[config.mk]
export PLATFORM = sky130hd
export DESIGN_NAME = if_stage_flat
export DESIGN_NICKNAME = d
export VERILOG_FILES = /design/src/rtl/if_stage_if.sv /design/src/rtl/if_stage.sv /design/src/flat_wrapper.sv
export SDC_FILE = /design/constraint.sdc
export NUM_CORES = 1
export LEC_CHECK = 0
export CAP_MARGIN = 25
export CELL_PAD_IN_SITES_DETAIL_PLACEMENT = 0
export CELL_PAD_IN_SITES_GLOBAL_PLACEMENT = 1
export CORE_MARGIN = 1.5
export CORE_UTILIZATION = 47
export DETAILED_ROUTE_END_ITERATION = 10
export DONT_BUFFER_PORTS = 1
export PLACE_DENSITY = 0.91
export SYNTH_ARGS = -nofsm -noshare
export SYNTH_HDL_FRONTEND = slang
export SYNTH_SLANG_ARGS = --single-unit
export TNS_END_PERCENT = 5
[constraint.sdc]
create_clock -name clk -period 3.5 [get_ports clk]
set_clock_uncertainty 0.2 [all_clocks]
set_input_delay 1.05 -clock clk [delete_from_list [all_inputs] [get_ports clk]]
set_output_delay 1.05 -clock clk [all_outputs]
set_load 0.1 [all_outputs]
[src/rtl/if_stage_if.sv]
`default_nettype none
// ============================================================================
//  if_stage_if
//  Signal bundle for the instruction-fetch stage: IROM port, hazard/redirect
//  controls from the pipeline, and the IF/ID register outputs to decode.
//  Revision: 1.0  initial release
// ============================================================================
interface if_stage_if #(
    parameter int IROM_AW = 14
);
    logic [IROM_AW-1:0] irom_addr;
    logic [31:0]        irom_din;
    logic               stall;
    logic               ex_redirect;
    logic [31:0]        ex_target;
    logic [31:0]        if_pc;
    logic [31:0]        id_pc;
    logic [31:0]        id_pc4;
    logic [31:0]        id_inst;
    logic [24:0]        id_din;
    logic [2:0]         id_sext_op;
    logic               id_valid;

    // The fetch stage itself
    modport master (
        output irom_addr, if_pc, id_pc, id_pc4, id_inst, id_din, id_sext_op, id_valid,
        input  irom_din, stall, ex_redirect, ex_target
    );

    // The surrounding pipeline / IROM
    modport slave (
        input  irom_addr, if_pc, id_pc, id_pc4, id_inst, id_din, id_sext_op, id_valid,
        output irom_din, stall, ex_redirect, ex_target
    );
endinterface
`default_nettype wire

[src/rtl/if_stage.sv]
`default_nettype none
// ============================================================================
//  if_stage
//  Instruction fetch: PC register, IROM addressing and the IF/ID pipeline
//  register with load-use stall and EX redirect handling. Also decodes the
//  immediate type for the ID-stage immediate generator.
//  Revision: 1.0  initial release
// ============================================================================
module if_stage #(
    parameter logic [31:0] RESET_PC = 32'h0000_0000,
    parameter int          IROM_AW  = 14
) (
    input  wire logic  clk,
    input  wire logic  rst_n,
    if_stage_if.master bus
);

    localparam logic [31:0] NOP_INST = 32'h0000_0013;

    localparam logic [6:0] OP_IMM   = 7'b0010011;
    localparam logic [6:0] OP_LOAD  = 7'b0000011;
    localparam logic [6:0] OP_JALR  = 7'b1100111;
    localparam logic [6:0] OP_STORE = 7'b0100011;
    localparam logic [6:0] OP_BR    = 7'b1100011;
    localparam logic [6:0] OP_LUI   = 7'b0110111;
    localparam logic [6:0] OP_AUIPC = 7'b0010111;
    localparam logic [6:0] OP_JAL   = 7'b1101111;

    localparam logic [2:0] SEXT_I     = 3'b000;
    localparam logic [2:0] SEXT_SHAMT = 3'b001;
    localparam logic [2:0] SEXT_S     = 3'b010;
    localparam logic [2:0] SEXT_B     = 3'b011;
    localparam logic [2:0] SEXT_U     = 3'b100;
    localparam logic [2:0] SEXT_J     = 3'b101;

    logic [31:0] pc;
    logic [31:0] id_pc;
    logic [31:0] id_inst;
    logic        id_valid;
    logic [2:0]  sext_op;

    // Target low bits are dropped: redirects are forced word-aligned.
    logic unused_target_bits;
    assign unused_target_bits = ^bus.ex_target[1:0];

    // PC and IF/ID update: redirect beats stall; a redirect flushes ID to a
    // bubble but leaves id_pc untouched.
    always_ff @(posedge clk or negedge rst_n) begin
        if (!rst_n) begin
            pc       <= RESET_PC;
            id_pc    <= 32'h0000_0000;
            id_inst  <= NOP_INST;
            id_valid <= 1'b0;
        end else if (bus.ex_redirect) begin
            pc       <= {bus.ex_target[31:2], 2'b00};
            id_inst  <= NOP_INST;
            id_valid <= 1'b0;
        end else if (!bus.stall) begin
            pc       <= pc + 32'd4;     // wraps naturally from FFFF_FFFC to 0
            id_pc    <= pc;
            id_inst  <= bus.irom_din;
            id_valid <= 1'b1;
        end
    end

    // Immediate-type decode from opcode/funct3 of the instruction in ID.
    always_comb begin
        sext_op = SEXT_I;
        if (id_valid) begin
            case (id_inst[6:0])
                OP_IMM: begin
                    if (id_inst[14:12] == 3'b001 || id_inst[14:12] == 3'b101)
                        sext_op = SEXT_SHAMT;
                    else
                        sext_op = SEXT_I;
                end
                OP_LOAD, OP_JALR:  sext_op = SEXT_I;
                OP_STORE:          sext_op = SEXT_S;
                OP_BR:             sext_op = SEXT_B;
                OP_LUI, OP_AUIPC:  sext_op = SEXT_U;
                OP_JAL:            sext_op = SEXT_J;
                default:           sext_op = SEXT_I;
            endcase
        end
    end

    assign bus.irom_addr  = pc[IROM_AW+1:2];
    assign bus.if_pc      = pc;
    assign bus.id_pc      = id_pc;
    assign bus.id_pc4     = id_pc + 32'd4;
    assign bus.id_inst    = id_inst;
    assign bus.id_din     = id_inst[31:7];
    assign bus.id_sext_op = sext_op;
    assign bus.id_valid   = id_valid;

endmodule
`default_nettype wire

[src/flat_wrapper.sv]
// flat-port wrapper written by rule: the top's interface ports become plain ports
module if_stage_flat 
#(
    parameter logic [31:0] RESET_PC = 32'h0000_0000,
    parameter int          IROM_AW  = 14
)
  (clk, rst_n, bus_irom_addr, bus_if_pc, bus_id_pc, bus_id_pc4, bus_id_inst, bus_id_din, bus_id_sext_op, bus_id_valid, bus_irom_din, bus_stall, bus_ex_redirect, bus_ex_target);
  if_stage_if #(.IROM_AW(IROM_AW)) bus_i ();
  input  wire logic clk;
  input  wire logic rst_n;
  output wire logic [$bits(bus_i.irom_addr)-1:0] bus_irom_addr;
  output wire logic [$bits(bus_i.if_pc)-1:0] bus_if_pc;
  output wire logic [$bits(bus_i.id_pc)-1:0] bus_id_pc;
  output wire logic [$bits(bus_i.id_pc4)-1:0] bus_id_pc4;
  output wire logic [$bits(bus_i.id_inst)-1:0] bus_id_inst;
  output wire logic [$bits(bus_i.id_din)-1:0] bus_id_din;
  output wire logic [$bits(bus_i.id_sext_op)-1:0] bus_id_sext_op;
  output wire logic [$bits(bus_i.id_valid)-1:0] bus_id_valid;
  input wire logic [$bits(bus_i.irom_din)-1:0] bus_irom_din;
  input wire logic [$bits(bus_i.stall)-1:0] bus_stall;
  input wire logic [$bits(bus_i.ex_redirect)-1:0] bus_ex_redirect;
  input wire logic [$bits(bus_i.ex_target)-1:0] bus_ex_target;
  assign bus_irom_addr = bus_i.irom_addr;
  assign bus_if_pc = bus_i.if_pc;
  assign bus_id_pc = bus_i.id_pc;
  assign bus_id_pc4 = bus_i.id_pc4;
  assign bus_id_inst = bus_i.id_inst;
  assign bus_id_din = bus_i.id_din;
  assign bus_id_sext_op = bus_i.id_sext_op;
  assign bus_id_valid = bus_i.id_valid;
  assign bus_i.irom_din = bus_irom_din;
  assign bus_i.stall = bus_stall;
  assign bus_i.ex_redirect = bus_ex_redirect;
  assign bus_i.ex_target = bus_ex_target;
  if_stage #(.RESET_PC(RESET_PC), .IROM_AW(IROM_AW)) u_core (.clk(clk), .rst_n(rst_n), .bus(bus_i));
endmodule
; ---- After elaboration in Yosys (flattened, before gate mapping)
; Index checks and enable logic that the tools add are counted.
[op_classes]
add_sub_neg = 2
n_eq_ne = 9
n_mux = 9
n_bitwise = 2
n_reduce_logical = 3
[op_table]
columns = op, n
row1 = $mux W32, 4
row2 = $add A32 B3 Y32 const B, 2
row3 = $pmux W3 S5, 1
row4 = $eq A7 B5 Y1 const B, 2
row5 = $eq A7 B6 Y1 const B, 2
row6 = $eq A7 B7 Y1 const B, 2
row7 = $eq A3 B1 Y1 const B, 1
row8 = $eq A3 B3 Y1 const B, 1
row9 = $mux W1, 3
row10 = $mux W3, 1
row11 = $ne A2 B1 Y1 const B, 1
row12 = $not A1 Y1, 2
row13 = $reduce_and A2 Y1, 1
row14 = $reduce_or A2 Y1, 1
row15 = $logic_or A1 B1 Y1, 1
[word_totals]
reg_bits = 97
output_inout_bits = 171
word_cells = 29

; ---- Depth between registers and ports, before layout
[logic_depth]
ltp_word = 5
ltp_mapped = 7
ltp_nobuf = 5

; ---- Worst setup path before layout
; No wires, ideal clock.
[synth_timing]
kind = register -> output
start = register u_core.id_valid, in the netlist u_core.bus.id_valid
end = output bus_id_sext_op[1]
arrival_ps = 4051
t_required_ps = 2250
path_slack_ps = -1801
stages_incl_launch_ff = 3
n_path_buf = 0
path_cell_list = dfrtp_1 nand3_1 nor4_1
[synth_between]
elab_chain_len = 1
[synth_lines]
columns = element, line
row1 = "start, declared", if_stage.sv:39  ; logic id_valid;
row2 = "start signal, assigned", if_stage.sv:53  ; id_valid <= 1'b0;
row3 = "start signal, assigned", if_stage.sv:57  ; id_valid <= 1'b0;
row4 = "start signal, assigned", if_stage.sv:62  ; id_valid <= 1'b1;
row5 = $mux W3, if_stage.sv:69  ; if (id_valid) begin
row6 = "end, declared", flat_wrapper.sv:17  ; output wire logic [$bits(bus_i.id_sext_op)-1:0] bus_id_sext_op;
; No other way between the ends.

; ---- Worst setup path in the final report
[layout_timing]
start = register u_core.id_pc[3], in the netlist u_core.bus.id_pc[3]
end = output bus_id_pc4[20]
[layout_between]
elab_chain_len = 1
[layout_lines]
columns = element, line
row1 = "start, declared", if_stage.sv:37  ; logic [31:0] id_pc;
row2 = "start signal, assigned", if_stage.sv:60  ; id_pc <= pc;
row3 = $add A32 B3 Y32, if_stage.sv:90  ; assign bus.id_pc4 = id_pc + 32'd4;
row4 = "end, declared", flat_wrapper.sv:14  ; output wire logic [$bits(bus_i.id_pc4)-1:0] bus_id_pc4;
; No other way between the ends.

==> out/results.ini <==
[status]
status=completed

[clock_network]
cts.clk_slew.worst_paths_ps=90
clockRootBuffer=clkbuf_8
cts_buffers=9
cts_tree=done
clk_path_buf_depth=2
h-tree-depth=3
cts.sinks=93
worstSkewPairLatency_ps=360

[final_layout]
fin_util_pct=65.54
layout.nets=632
drive_gt1_share_pct=46.21
final_common_cell=buf_4
fin_cells=703
mostFrequentLayoutCells=buf_4, dfrtp_2, nor2_1
fin_area_um2=6827
syn_to_final_growth_pct=34.29
diodes=0

[timing]
hold_viol_final=0
fin_hold_ws_ps=180.1
slew_headroom_pct=27.48
setup_ws_ps=36.32
max_freq_ghz=0.2887
setup_violations=0
fin_crit_sh_pct=98.96
rsz0062_at_grt=true
slew_viol_final=0
fin_tns_setup_ps=0
tightest_slew_ps=1088
post-route-min-period_ps=3464

[synthesis]
ys_ff_latch=93
yosysUniqueCellTypes=44
yosysSeqAreaShare_pct=45.85
synth_edf_count=0
synthFlopType=dfrtp_1
synth_warnings=0
syn_inst=502
synth_area_um2=5084
ys_async_sr_fraction_pct=100.0
synth.avg_cell_area_um2=10.13

[detailed_routing]
dr.first_iter.drc_count=183
postRouteAntennaNets=0
viasPerCell=5.814
drt_wl_total_um=14490
drc_errors=0
vias=4087
drt-pass1-iter-count=5
avgRoutedWirePerCell_um=20.60

[floorplan]
core-area_um2=10420
ios=239
die_height_um=107
fp.dieArea_um2=11450
num_rows=37
die_x_um=107
start_util_pct=48.80

[placement]
dpl.hpwl_um=10470
dpl_cell_area_um2=6410
place_inst=677
gp_congestion=0.8475
numPortBuffers=0
post-place-ws_ps=337.6

[setup_path]
r2r_end=u_core.bus.if_pc[17]
crit_type=register to primary output
cp-start-kind=register
crit_fanout=7
reg2regPathDepth=5
cp-end-kind=primary output
required_ps=2250
worstPathArrival_ps=2210
critPathLaunch=u_core.bus.id_pc[3]
critPathCapture=bus_id_pc4[20]
r2r_slack_ps=710
r2r-start=u_core.bus.if_pc[3]

[grt]
grt_use_total_pct=24.89
grt_pass1_wl_um=21840
grt_pass1_vias=4116
grt_max_degree=94
antenna_found_initial=0
grt_overflow_total=0

[min_path]
worst_hold_path_type=input port to async pin

[pwr]
power_mw=4.865
leakage_nw=2.886
vdd_ir_drop_max_mv=0.5000
powerDensity_nw_per_um2=712.7

[job]
maxCapViolations=0

-- per-layer routing --
metal	GRT usage, %	vias up	part of all wire, %
li1	-	1862	-
met1	28.46	1988	38
met2	42.90	205	51
met3	7.112	32	8.0
met4	11.71	0	2.8
met5	0	-	0
-- cells by family after synthesis --
logic type / synth area share [%]
XOR/XNOR: 7.064
multiplexers: 12.92
flip-flops: 45.85
AO/OA/AOI/OAI: 6.055
buffers and inverters: 8.959
adder cells (fa/ha/maj): 0.4922
other: 0.07377
AND/OR/NAND/NOR: 18.58
-- layout make-up --
class                   instances  area [um2]
flip-flops and latches         93        2404
fillers                       742        3590
repair buffers                112        1206
clock inverters                 4       95.09
well taps                     136       170.2
clock buffers                  12       145.1
multi-input cells             340        2784
inverters                       6       22.52
-- registers in the layout (all words and copies together) (netlist names) --
name                 count
u_core.bus.id_valid      1
u_core.bus.id_pc        30
u_core.bus.id_inst      32
u_core.bus.if_pc        30
-- cell usage after synthesis (3+ instances only) --
cell type | number | area [um2]
a21oi_1 | 4 | 20.02
dfrtp_1 | 90 | 2252
and3_1 | 7 | 43.79
and4_1 | 6 | 52.55
xnor2_1 | 29 | 254.0
o21ai_0 | 18 | 90.09
clkbuf_1 | 17 | 63.81
nand2b_1 | 4 | 25.02
buf_1 | 4 | 15.01
nand3_1 | 24 | 120.1
nor4_1 | 7 | 43.79
nand2_1 | 37 | 138.9
xor2_1 | 12 | 105.1
nor3_1 | 3 | 15.01
mux2i_1 | 33 | 330.3
or3_1 | 4 | 25.02
or4_1 | 13 | 97.59
nand4_1 | 17 | 106.4
dfstp_2 | 3 | 78.83
inv_1 | 5 | 18.77
mux2_2 | 29 | 326.6
o31ai_1 | 8 | 60.06
a31oi_1 | 11 | 68.82
o31a_1 | 4 | 35.03
nor2_1 | 47 | 176.4
buf_4 | 45 | 337.8
-- where the power goes --
part / total, mW / switching (mW) / internal (mW)
combinational: 2.40 / 1.80 / 0.598
clock: 0.856 / 0.362 / 0.494
sequential: 1.61 / 0.406 / 1.20
total: 4.87 / 2.57 / 2.29
-- critical path, cell delays in order (launching register included) --
cell and delay (ps):
dfrtp_2 430, ha_4 190, nand2_4 70, nor4_4 270
buf_4 200, nand4_1 250, xnor2_4 250, buf_12 200
-- timing repair --
| action | CTS | global route |
|---|---|---|
| endpoints found under the setup margin | 3 | 13 |
| resized for setup | 5 | 7 |
| buffers inserted | 1 | 7 |
| hold buffers | 0 | 0 |
| gates cloned | 0 | 0 |
| pin swaps | 5 | 9 |
-- worst min path at each step --
stage,slack (ps),start,endpoint,cells past startpoint
2_1_floorplan,550,rst_n,u_core.bus.id_inst[10],0
6_report,180,rst_n,u_core.bus.if_pc[11],0
4_1_cts,160,rst_n,u_core.bus.id_inst[11],0
3_3_place_gp,340,u_core.bus.id_pc[3],u_core.bus.id_pc[3],1
3_5_place_dp,350,u_core.bus.id_pc[3],u_core.bus.id_pc[3],1
5_1_grt,150,rst_n,u_core.bus.id_inst[20],0
Note: power is estimated with default switching activity, not from simulation.
